File: src/rtl/cache_controller.sv
// Direct-mapped, write-back, write-allocate cache controller with one word per line.
// Hits complete through COMPARE; misses optionally write back the victim, then refill and retry.
module cache_controller #(
  parameter int ADDR_W = 16,
  parameter int DATA_W = 32,
  parameter int IDX_W  = 4
) (
  input  logic              clk,
  input  logic              rst,
  input  logic              cpu_req_valid,
  input  logic              cpu_req_rw,
  input  logic [ADDR_W-1:0] cpu_req_addr,
  input  logic [DATA_W-1:0] cpu_req_wdata,
  output logic              cpu_req_ready,
  output logic              cpu_resp_valid,
  output logic [DATA_W-1:0] cpu_resp_data,
  output logic              cpu_resp_hit,
  output logic              mem_req_valid,
  output logic              mem_req_rw,
  output logic [ADDR_W-1:0] mem_req_addr,
  output logic [DATA_W-1:0] mem_req_wdata,
  input  logic              mem_ready,
  input  logic [DATA_W-1:0] mem_rdata,
  output logic [15:0]       hit_count,
  output logic [15:0]       miss_count
);

  localparam int LINES = 1 << IDX_W;
  localparam int TAG_W = ADDR_W - IDX_W;

  typedef enum logic [1:0] {IDLE, COMPARE, WRITEBACK, ALLOCATE} state_t;

  state_t              state_q, state_d;
  logic                req_rw_q, req_rw_d;
  logic [ADDR_W-1:0]   req_addr_q, req_addr_d;
  logic [DATA_W-1:0]   req_wdata_q, req_wdata_d;
  logic                first_q, first_d;
  logic [LINES-1:0]    valid_q, valid_d;
  logic [LINES-1:0]    dirty_q, dirty_d;
  logic                resp_valid_q, resp_valid_d;
  logic                resp_hit_q, resp_hit_d;
  logic [DATA_W-1:0]   resp_data_q, resp_data_d;
  logic                mem_valid_q, mem_valid_d;
  logic                mem_rw_q, mem_rw_d;
  logic [ADDR_W-1:0]   mem_addr_q, mem_addr_d;
  logic [DATA_W-1:0]   mem_wdata_q, mem_wdata_d;
  logic [15:0]         hit_cnt_q, hit_cnt_d;
  logic [15:0]         miss_cnt_q, miss_cnt_d;

  logic [DATA_W-1:0]   data_q [LINES];
  logic [TAG_W-1:0]    tag_q  [LINES];

  logic [IDX_W-1:0]    idx;
  logic [TAG_W-1:0]    req_tag;
  logic                line_hit;
  logic                line_we;
  logic [DATA_W-1:0]   line_wdata;

  assign idx      = req_addr_q[IDX_W-1:0];
  assign req_tag  = req_addr_q[ADDR_W-1:IDX_W];
  assign line_hit = valid_q[idx] && (tag_q[idx] == req_tag);

  always_comb begin
    state_d      = state_q;
    req_rw_d     = req_rw_q;
    req_addr_d   = req_addr_q;
    req_wdata_d  = req_wdata_q;
    first_d      = first_q;
    valid_d      = valid_q;
    dirty_d      = dirty_q;
    resp_valid_d = 1'b0;
    resp_hit_d   = resp_hit_q;
    resp_data_d  = resp_data_q;
    mem_valid_d  = mem_valid_q;
    mem_rw_d     = mem_rw_q;
    mem_addr_d   = mem_addr_q;
    mem_wdata_d  = mem_wdata_q;
    hit_cnt_d    = hit_cnt_q;
    miss_cnt_d   = miss_cnt_q;
    line_we      = 1'b0;
    line_wdata   = req_wdata_q;

    unique case (state_q)
      IDLE: begin
        if (cpu_req_valid) begin
          req_rw_d    = cpu_req_rw;
          req_addr_d  = cpu_req_addr;
          req_wdata_d = cpu_req_wdata;
          first_d     = 1'b1;
          state_d     = COMPARE;
        end
      end
      COMPARE: begin
        if (line_hit) begin
          resp_valid_d = 1'b1;
          resp_hit_d   = first_q;
          if (first_q) hit_cnt_d = hit_cnt_q + 16'd1;
          if (req_rw_q) begin
            line_we          = 1'b1;
            line_wdata       = req_wdata_q;
            dirty_d[idx]     = 1'b1;
            resp_data_d      = req_wdata_q;
          end else begin
            resp_data_d = data_q[idx];
          end
          state_d = IDLE;
        end else begin
          if (first_q) miss_cnt_d = miss_cnt_q + 16'd1;
          first_d = 1'b0;
          state_d = (valid_q[idx] && dirty_q[idx]) ? WRITEBACK : ALLOCATE;
        end
      end
      // Each memory phase spends its first cycle with mem_req_valid low, which
      // guarantees the idle gap between back-to-back memory requests.
      WRITEBACK: begin
        if (!mem_valid_q) begin
          mem_valid_d = 1'b1;
          mem_rw_d    = 1'b1;
          mem_addr_d  = {tag_q[idx], idx};
          mem_wdata_d = data_q[idx];
        end else if (mem_ready) begin
          mem_valid_d = 1'b0;
          state_d     = ALLOCATE;
        end
      end
      ALLOCATE: begin
        if (!mem_valid_q) begin
          mem_valid_d = 1'b1;
          mem_rw_d    = 1'b0;
          mem_addr_d  = req_addr_q;
        end else if (mem_ready) begin
          line_we      = 1'b1;
          line_wdata   = mem_rdata;
          valid_d[idx] = 1'b1;
          dirty_d[idx] = 1'b0;
          mem_valid_d  = 1'b0;
          state_d      = COMPARE;
        end
      end
      default: state_d = IDLE;
    endcase
  end

  always_ff @(posedge clk or negedge rst) begin
    if (!rst) begin
      state_q      <= IDLE;
      req_rw_q     <= 1'b0;
      req_addr_q   <= '0;
      req_wdata_q  <= '0;
      first_q      <= 1'b0;
      valid_q      <= '0;
      dirty_q      <= '0;
      resp_valid_q <= 1'b0;
      resp_hit_q   <= 1'b0;
      resp_data_q  <= '0;
      mem_valid_q  <= 1'b0;
      mem_rw_q     <= 1'b0;
      mem_addr_q   <= '0;
      mem_wdata_q  <= '0;
      hit_cnt_q    <= '0;
      miss_cnt_q   <= '0;
    end else begin
      state_q      <= state_d;
      req_rw_q     <= req_rw_d;
      req_addr_q   <= req_addr_d;
      req_wdata_q  <= req_wdata_d;
      first_q      <= first_d;
      valid_q      <= valid_d;
      dirty_q      <= dirty_d;
      resp_valid_q <= resp_valid_d;
      resp_hit_q   <= resp_hit_d;
      resp_data_q  <= resp_data_d;
      mem_valid_q  <= mem_valid_d;
      mem_rw_q     <= mem_rw_d;
      mem_addr_q   <= mem_addr_d;
      mem_wdata_q  <= mem_wdata_d;
      hit_cnt_q    <= hit_cnt_d;
      miss_cnt_q   <= miss_cnt_d;
    end
  end

  // Line payload carries no reset; the valid bits alone decide whether it is meaningful.
  always_ff @(posedge clk) begin
    if (line_we) begin
      data_q[idx] <= line_wdata;
      tag_q[idx]  <= req_tag;
    end
  end

  assign cpu_req_ready  = (state_q == IDLE);
  assign cpu_resp_valid = resp_valid_q;
  assign cpu_resp_data  = resp_data_q;
  assign cpu_resp_hit   = resp_hit_q;
  assign mem_req_valid  = mem_valid_q;
  assign mem_req_rw     = mem_rw_q;
  assign mem_req_addr   = mem_addr_q;
  assign mem_req_wdata  = mem_wdata_q;
  assign hit_count      = hit_cnt_q;
  assign miss_count     = miss_cnt_q;

endmodule

File: config.mk
export PLATFORM = sky130hd
export DESIGN_NAME = cache_controller
export DESIGN_NICKNAME = d
export VERILOG_FILES = /design/src/rtl/cache_controller.sv
export SDC_FILE = /design/constraint.sdc
export NUM_CORES = 1
export LEC_CHECK = 0
export BUFFER_PORTS_ARGS = -buffer_cell sky130_fd_sc_hd__buf_2
export CAP_MARGIN = 20
export CORE_MARGIN = 8
export CORE_UTILIZATION = 65
export CTS_CLUSTER_SIZE = 12
export DETAILED_ROUTE_END_ITERATION = 7
export PLACE_DENSITY = 0.84
export SYNTH_ARGS = -nofsm -noshare
export SYNTH_HDL_FRONTEND = slang
export SYNTH_SLANG_ARGS = --single-unit
export TNS_END_PERCENT = 20
File: constraint.sdc
create_clock -name clk -period 10.1 [get_ports clk]
set_input_delay 2.02 -clock clk [delete_from_list [all_inputs] [get_ports clk]]
set_output_delay 2.02 -clock clk [all_outputs]
set_load 0.1 [all_outputs]
======== Word-level counts from Yosys, hierarchy flattened ========
Memories as Yosys holds them, arrays and structs flattened.
Cells that the tools add are included.
storage, ports and cells
  register bits ........................... 200
  logic and storage cells ................. 103
  memory bits (writable) .................. 704
  output and inout bits ................... 117
  memories ................................ 2
cells by class
  reductions and logical operators ........ 18
  magnitude comparators ................... 2
  mux-type cells .......................... 43
  add/sub/neg operators ................... 2
  equal/unequal tests ..................... 14
  bitwise logic cells ..................... 6
memories
  name    depth  bits a word  read ports  clocked after Yosys merged registers in  write ports  RTL line  text
  data_q  16     32           1           0                                        1            50        logic [DATA_W-1:0] data_q [LINES];
  tag_q   16     12           1           0                                        1            51        logic [TAG_W-1:0] tag_q [LINES];
operator list
  cell                                                                                 count
  32-bit two-way mux                                                                   4
  16-bit two-way mux                                                                   6
  16-bit one-hot mux with 2 select lines                                               2
  16-bit by 1-bit adder with 16-bit output, second input constant                      2
  16-bit bitwise OR                                                                    2
  2-bit inequality test, second input constant                                         10
  1-bit two-way mux                                                                    18
  16-bit bitwise AND                                                                   1
  16-bit NOT                                                                           1
  3-bit AND reduction                                                                  5
  12-bit equality test                                                                 1
  2-bit two-way mux                                                                    6
  5-bit AND reduction                                                                  2
  1-bit binary-select mux with 4-bit select                                            2
  2-bit one-hot mux with 4 select lines                                                1
  1-bit one-hot mux with 2 select lines                                                3
  2-bit AND reduction                                                                  3
  2-bit nonzero test                                                                   3
  4-bit by 5-bit < comparator with 1-bit output, second input constant                 1
  1-bit demux with 4-bit select                                                        1
  2-bit equality test, second input constant                                           2
  4-bit by 1-bit greater-or-equal comparator with 1-bit output, second input constant  1
  1-bit logical AND                                                                    3
  2-bit by 1-bit equality test with 1-bit output, second input constant                1
  3 further kinds                                                                      4

======== Longest topological paths before layout ========
Gate-level depths: netlist of the first run.
  depth after elaboration ................. 9
  depth in mapped cells ................... 14

======== Worst setup path before layout of the first run ========
Ideal clock, no wire load.
  kind .................................... input to register
  start ................................... in mem_ready
  end ..................................... mem data_q[12][0] (enable)
  buffers on the path ..................... 1
  data arrival time ....................... 4593 ps
  setup slack ............................. 5061 ps
  library setup time ...................... 446 ps
  required time ........................... 9654 ps
  stages .................................. 5
  cells stage by stage .................... nand2_1 nor2_1 a21oi_1 clkbuf_1 nor2_1
on the way
  word-level cells in the longest chain between the ends .. 5
ends and longest elaborated chain
  element                                  RTL line  text
  start, declared                          22        input logic mem_ready,
  1-bit two-way mux                        131       end else if (mem_ready) begin
  1-bit two-way mux                        127       if (!mem_valid_q) begin
  1-bit one-hot mux with 2 select lines    83        unique case (state_q)
  1-bit two-way mux                        184       if (line_we) begin
  1-bit two-way mux (not written as such)  185       data_q[idx] <= line_wdata;
  end, declared                            50
No other way between the ends.

======== Worst setup path after layout of the first run ========
  start ................................... reg req_addr_q[0]
  end ..................................... mem data_q[7][31] (enable)
on the way
  word-level cells in the longest chain between the ends .. 7
ends and longest elaborated chain
  element                                                                                      RTL line  text
  start, declared                                                                              35        logic [ADDR_W-1:0] req_addr_q, req_addr_d;
  start signal, assigned                                                                       165       req_addr_q <= req_addr_d;
  memory read 16 x 12 bit / 1-bit binary-select mux with 4-bit select (equally long branches)  -
  12-bit equality test / 1-bit two-way mux (equally long branches)                             61        assign line_hit = valid_q[idx] && (tag_q[idx] == req_tag);
  1-bit logical AND                                                                            61
  1-bit two-way mux                                                                            94        if (line_hit) begin
  1-bit one-hot mux with 2 select lines                                                        83
  1-bit two-way mux                                                                            184
  1-bit two-way mux (not written as such)                                                      185
Parallel ways exist; a longest one is shown, timed or not. The select of a mux whose other input is x is not followed.

==> impl_results.md, run 1 <==
* DP Wirelength at between 50000 and 60000 um
* Max-cap violations at 0
* H-tree depth reported by CTS at 3
* Mapped cell area at about 36000 um2
* Initial antenna violation count at 3
* CTS Hold Bufs at 0
* CTS sink cnt at ~900
* Cells after Synth at around 1900
* Hold Vio Cnt, Final at 0
* Startpoint types: flop
* Largest family of logic cells by synthesized area: multiplexers
* Starting DRC count in detailed routing at ~2700
* Dominant synthesized flop cell: edfxtp_1
* Post-synth ARST share at 0.2212
* #FFs+latches synth at 904
* Xor/xnor share of the synthesized area at 0.01048
* Req. time, crit path at between 10 and 15 ns
* Antenna Nets Post-Route at 0
* RSZ-0062 raised after global routing: no
* Status: finished, final reports clean
* Setup_tns at 0 ns
* Clock root cell: clkbuf_16
* Pin count of the biggest net entering global routing at 128
* Number of diodes at 0
* Synth Area in Adders at 0.002089
* Most common cell after layout, fill and taps aside: edfxtp_1
* PwrDens at 315.1 nW/um2
* Setup CP Type: flop to flop
* Min-delay src: miss_count[15]
* Vias post-DR at about 20000
* Die span in x at between 200 and 300 um
* Syn. warnings at 0
* CP endpoint kind: flop
* Row Count at 86
* CTS max path bufs at 3
* Worst-Skew Late Latency at ~0.64 ns
* Mean post-synth cell area at roughly 19 um2
* Gpl congestion at ~0.89
* Area leader, netlist: edfxtp_1
* Via density at 6.808
* Final Instance Area at ~40000 um2
* Internal reg-to-reg setup slack at 4.35 ns
* Worst Tran Pin Value at ~1.2 ns
* Initial Util at 0.6549
* CTS tree: yes
* Synth Area in Simple Gates at 0.04348
* Area of the die at 63070 um2
* Mux share of post-synthesis cell area at 0.1836
* Post-CTS Setup Bufs at 0
* Slew Limit Fails at 0
* Nets at about 2200
* Fraction of layout cells with a size suffix above 1 at 0.3121
* Fin crit period at about 5.7 ns
* Die height at 251.1 um
* Commonest cells after routing, fill and taps aside: edfxtp_1 (704), nand2_1 (246), buf_2 (200)
* Type of the worst min-delay path: flop to flop
* Port Buffers at between 200 and 250
* Number of synthesized flops with an enable pin at slightly above 700
* All-Layer GR Usage at 0.2907
* Syn_nets at roughly 2000
* Drt first pass iters at 6
* Register clock-pin slew on the reported worst setup and hold paths at approximately 0.06 ns
* Per-cell routed wire length at 31.21 um
* First-pass GRT wire length at 135300 um
* Final Routed Wirelength at between 90000 and 100000 um
* Max IR drop VDD at around 0.24 mV
* Post-Place Cell Area at roughly 38000 um2
* # IOs at between 200 and 250
* Fmax at 0.1739 GHz
* Post-synthesis compound-gate area fraction at 0.01824
* Clock skew at roughly 0.027 ns
* Share of the synthesized area in the top cell type at 0.5882
* Core area at about 55000 um2
* Crit share post-route at 0.5692
* # DRC at 0
* RR Startpoint: req_addr_q[0]
* Vias in the first global route at a little over 20000
* Distinct cells, synth at 52
* # setup viols final at 0
* P_leak at roughly 15 nW
* Relative slew slack at 0.2154
* CTS buffer count at slightly below 90
* Worst path arrival time at between 6 and 7 ns
* Seq/Total Area, Yosys at 0.7274
* Grt ovf at 0
* Critical path launch point: req_addr_q[0]
* Crit path max fanout at approximately 110
* Synth top area cells: edfxtp_1 (59%), dfrtp_1 (14%), mux4_2 (12%), mux2_2 (3.9%), nand2_1 (2.6%)
* Post-CTS sizing at 0
* Layout area overhead at 12.62%
[where the power goes]
| group | internal, mW | total (mW) | switching (mW) |
|---|---|---|---|
| clock | 1.73 | 3.09 | 1.36 |
| sequential | 4.86 | 5.38 | 0.522 |
| combinational | 1.48 | 4.28 | 2.80 |
| total | 8.06 | 12.8 | 4.69 |
[worst paths after layout]
kind / end / cells after the start
min: miss_count[15] / 1
min in group asynchronous: hit_count[12] / 1
min reg2reg: miss_count[15] / 1
max in group asynchronous: req_addr_q[0] / 2
max reg2reg: data_q[7][31] / 11
max: data_q[7][31] / 11
[kinds of logic after synthesis]
kind of cell	after synthesis
xor gates and xnor gates	43
adders and majority gates	6
and+or+nand+nor	371
muxes	374
DFF	904
buffers and inverters	114
AOI/OAI and AO/OA	106
[per-stage QoR]
step                      power [mW]  cells  hold slack (ns)  worst slack [ns]  utilization
after floorplan                8.346   1918           0.4341             5.061            -
after global placement         9.418   2753           0.4552             4.483       0.6886
after detailed placement       9.610   2753           0.4584             4.402       0.6886
after CTS                      12.76   2917           0.4702             4.317       0.7374
after global routing           13.16   2918           0.4943             4.002       0.7376
final                          12.76   2918           0.4698             4.351       0.7376
[critical path: stages, from the launching register on]
cell and delay (ns):
dfrtp_4 0.94, buf_12 0.67, nor2b_1 0.52, a22o_1 0.28, nor3_1 0.07, nor4_1 0.46, nor2_1 0.13, nor3_1 0.28
and3_2 0.27, a21oi_4 0.26, nor2_4 0.81, buf_4 0.49
[final cells by class]
cell class	instances	area, um2
Clock inverter	10	107.6
Inverter	14	52.55
Timing Repair Buffer	232	1274
Clock buffer	154	2572
Multi-Input combinational cell	900	9428
Tap cell	704	880.8
Fill cell	2900	14400
Sequential cell	904	26160
[registers in the layout (all words and copies together) (netlist names), 32 cells and up, named ones only]
register,flops
data_q,512
tag_q,192
cpu_resp_data,32
mem_req_wdata,32
req_wdata_q,32
[cell usage after synthesis, types with 4 or more instances]
master / n
mux4_1: 13
xnor2_1: 39
o21ai_1: 10
mux4_2: 198
a22o_1: 5
o21ai_0: 40
nor3_1: 11
nand3_1: 21
nand4_1: 11
and2_1: 4
o21bai_1: 16
edfxtp_1: 704
nor2b_1: 7
mux2i_1: 39
nor2_1: 45
buf_4: 5
buf_1: 18
clkbuf_1: 50
ha_1: 6
xor2_1: 4
buf_2: 21
nand2_1: 247
a21oi_1: 14
and3_1: 15
mux2_2: 123
buf_6: 5
inv_1: 14
dfrtp_1: 200
[per-layer routing]
metal	track usage	up-vias	part of all wire
met1	0.3728	10190	0.34
met3	0.05721	257	0.10
li1	-	7957	-
met4	0.1302	4	0.043
met5	0	-	0.00030
met2	0.4853	1459	0.51
No activity file was read; power rests on OpenSTA's default activity.
==> run 2: changes to the inputs <==
CORE_UTILIZATION = 61   (was 65)
PLACE_DENSITY = 0.8   (was 0.84)
clock period = 5.9 ns   (was 10.1 ns; I/O delays follow)
==> run 2 against run 1 <==
  * Combinational power grew 69%
  * Worst hold slack gained 0.0061 ns
  * Critical path depth grew 1
  * Wire length shrank 3.6%
  * Setup slack lost 3.3 ns
==> impl_results.md, run 2 (same netlist as run 1, synthesis figures left out) <==
* Status: finished, final reports clean
* Fmax at roughly 0.21 GHz
* Via density at roughly 6.5
* Starting DRC count in detailed routing at roughly 2300
* Port Buffers at 201
* Setup CP Type: flop to flop
* CP endpoint kind: flop
* CTS max path bufs at 3
* Setup_tns at 0 ns
* Largest Register: data_q
* Die span in x at 258.7 um
* Largest register FFs at slightly above 500
* Die height at roughly 260 um
* Gpl congestion at between 0.8 and 0.9
* RSZ-0062 raised after global routing: no
* H-tree depth reported by CTS at 3
* CTS tree: yes
* Row Count at between 80 and 90
* Top routing layer in use: met4
* Largest stage delay on the critical path at between 0.7 and 0.8 ns
* # setup viols final at 0
* Hold Vio Cnt, Final at 0
* Worst path arrival time at just over 5 ns
* Worst Tran Pin Value at about 1.1 ns
* Clock root cell: clkbuf_16
* Comb power frac at 0.332
* Most numerous cell on the critical path: buf_4
* Pin count of the biggest net entering global routing at 120
* DP Wirelength at between 50000 and 60000 um
* Startpoint types: flop
* # IOs at approximately 200
* All-Layer GR Usage at 0.2643
* PwrDens at 533.0 nW/um2
* Final Instance Area at approximately 41000 um2
* Switching share of power at 0.3593
* Slew Limit Fails at 0
* Crit path max fanout at 28
* Routed wl met3 at 7703 um
* First-pass GRT wire length at approximately 130000 um
* Power share of the sequential group at 0.422
* Register clock-pin slew on the reported worst setup and hold paths at approximately 0.06 ns
* Layout area overhead at 13.50%
* Max-cap violations at 0
* Commonest cells after routing, fill and taps aside: edfxtp_1 (704), nand2_1 (246), buf_2 (200)
* Fraction of layout cells with a size suffix above 1 at 0.3183
* P_leak at approximately 15 nW
* Post-CTS sizing at 0
* Nets at ~2300
* Largest registers in the final layout: data_q x512, tag_q x192
* Cell Chain, Critical Path: buf_4 -> mux4_2 -> mux2i_1 -> mux2i_1 -> xnor2_1 -> nand4_1 -> nor2_1 -> and3_2 -> a21oi_4 -> buf_4 -> nor2_4 -> buf_4
* Worst-Skew Late Latency at ~0.65 ns
* CTS sink cnt at between 900 and 1000
* Req. time, crit path at 6.18 ns
* Per-cell routed wire length at 29.20 um
* WL met2 at ~44000 um
* Vias in the first global route at 20370
* Post-CTS Setup Bufs at 0
* Initial antenna violation count at 0
* Clk pwr share at 0.247
* Final Routed Wirelength at 87830 um
* Max IR drop VDD at ~0.50 mV
* Most common cell after layout, fill and taps aside: edfxtp_1
* Wire length on met1 at ~33000 um
* # DRC at 0
* CTS buffer count at 90
* Type of the worst min-delay path: flop to flop
* Relative slew slack at 0.2998
* Net Sw Power at slightly below 8 mW
* Reg2Reg Depth at 12
* Crit share post-route at 0.8247
* Slowest CP cell: dfrtp_4
* Fin crit period at 4.866 ns
* Area of the die at approximately 67000 um2
* Core area at approximately 60000 um2
* Post-Place Cell Area at between 30000 and 40000 um2
* CTS Hold Bufs at 0
* Internal at between 10 and 15 mW
* Initial Util at 0.6124
* WHS Path Cells at 1
* Drt first pass iters at 8
* Fill count at ~3400
* Clock skew at approximately 0.041 ns
* Vias post-DR at approximately 20000
* Grt ovf at 0
* Antenna Nets Post-Route at 0
[run 2: cell count changes in the layout (fill, tap and decap cells not counted), sizes merged]
cell,before,now
diode,0,1
clkinv,6,7
bufinv,0,1
clkbuf,154,156
inv,17,16
buf,232,249
[run 2: per-stage QoR]
stage                     instances  total power [mW]  setup WS [ns]    util  hold WS, ns
after floorplan                1918             14.29          1.000       -       0.4341
after global placement         2839             16.14          1.320  0.6484       0.4563
after detailed placement       2839             16.37          1.224  0.6484       0.4655
after CTS                      3006             21.81          1.078  0.6950       0.4782
after global routing           3007             22.52         0.9356  0.6951       0.4905
final                          3008             21.74          1.034  0.6951       0.4759
[run 2: layer usage]
metal | GRT usage | up-vias
li1 | - | 8023
met1 | 0.3508 | 10130
met2 | 0.4422 | 1139
met3 | 0.05573 | 202
met4 | 0.08139 | 0
met5 | 0 | -
[run 2: final cells by class]
cell class | instances | area [um2] | share of cell area
antenna | 1 | 2.502 | 0.00006134
clock buffer | 156 | 2633 | 0.06453
clock inverter | 11 | 98.84 | 0.002423
inverter | 14 | 52.55 | 0.001288
multi-input combinational | 900 | 9428 | 0.2311
sequential | 904 | 26160 | 0.6413
tap | 773 | 967.2 | 0.02371
timing repair buffer | 249 | 1451 | 0.03558
[run 2: critical path: cells and delay by family (launching register included)]
kind	cells	cell delay [ns]
AO/OA/AOI/OAI	1	0.20
flip-flops	1	0.75
XOR/XNOR	1	0.40
multiplexers	3	0.92
AND/OR/NAND/NOR	4	1.12
buffers and inverters	3	1.03
[run 2: final timing paths]
kind | from | endpoint | slack [ns]
worst min-delay path | valid_q[2] | valid_q[2] | 0.48
worst min register to register | valid_q[2] | valid_q[2] | 0.48
worst max register to register | req_addr_q[0] | data_q[14][12] | 1.03
max in group asynchronous | rst | mem_req_wdata[22] | 4.03
worst max-delay path | req_addr_q[0] | data_q[14][12] | 1.03
min in group asynchronous | rst | req_addr_q[4] | 0.61
[run 2: power by group through the flow]
stage          combinational (mW)  sequential (mW)  clock [mW]
2_1_floorplan                4.24             10.0           0
3_3_place_gp                 6.93             9.22           0
3_5_place_dp                 7.10             9.27           0
4_1_cts                      7.22             9.16        5.43
5_1_grt                      7.61             9.25        5.66
6_report                     7.22             9.17        5.36
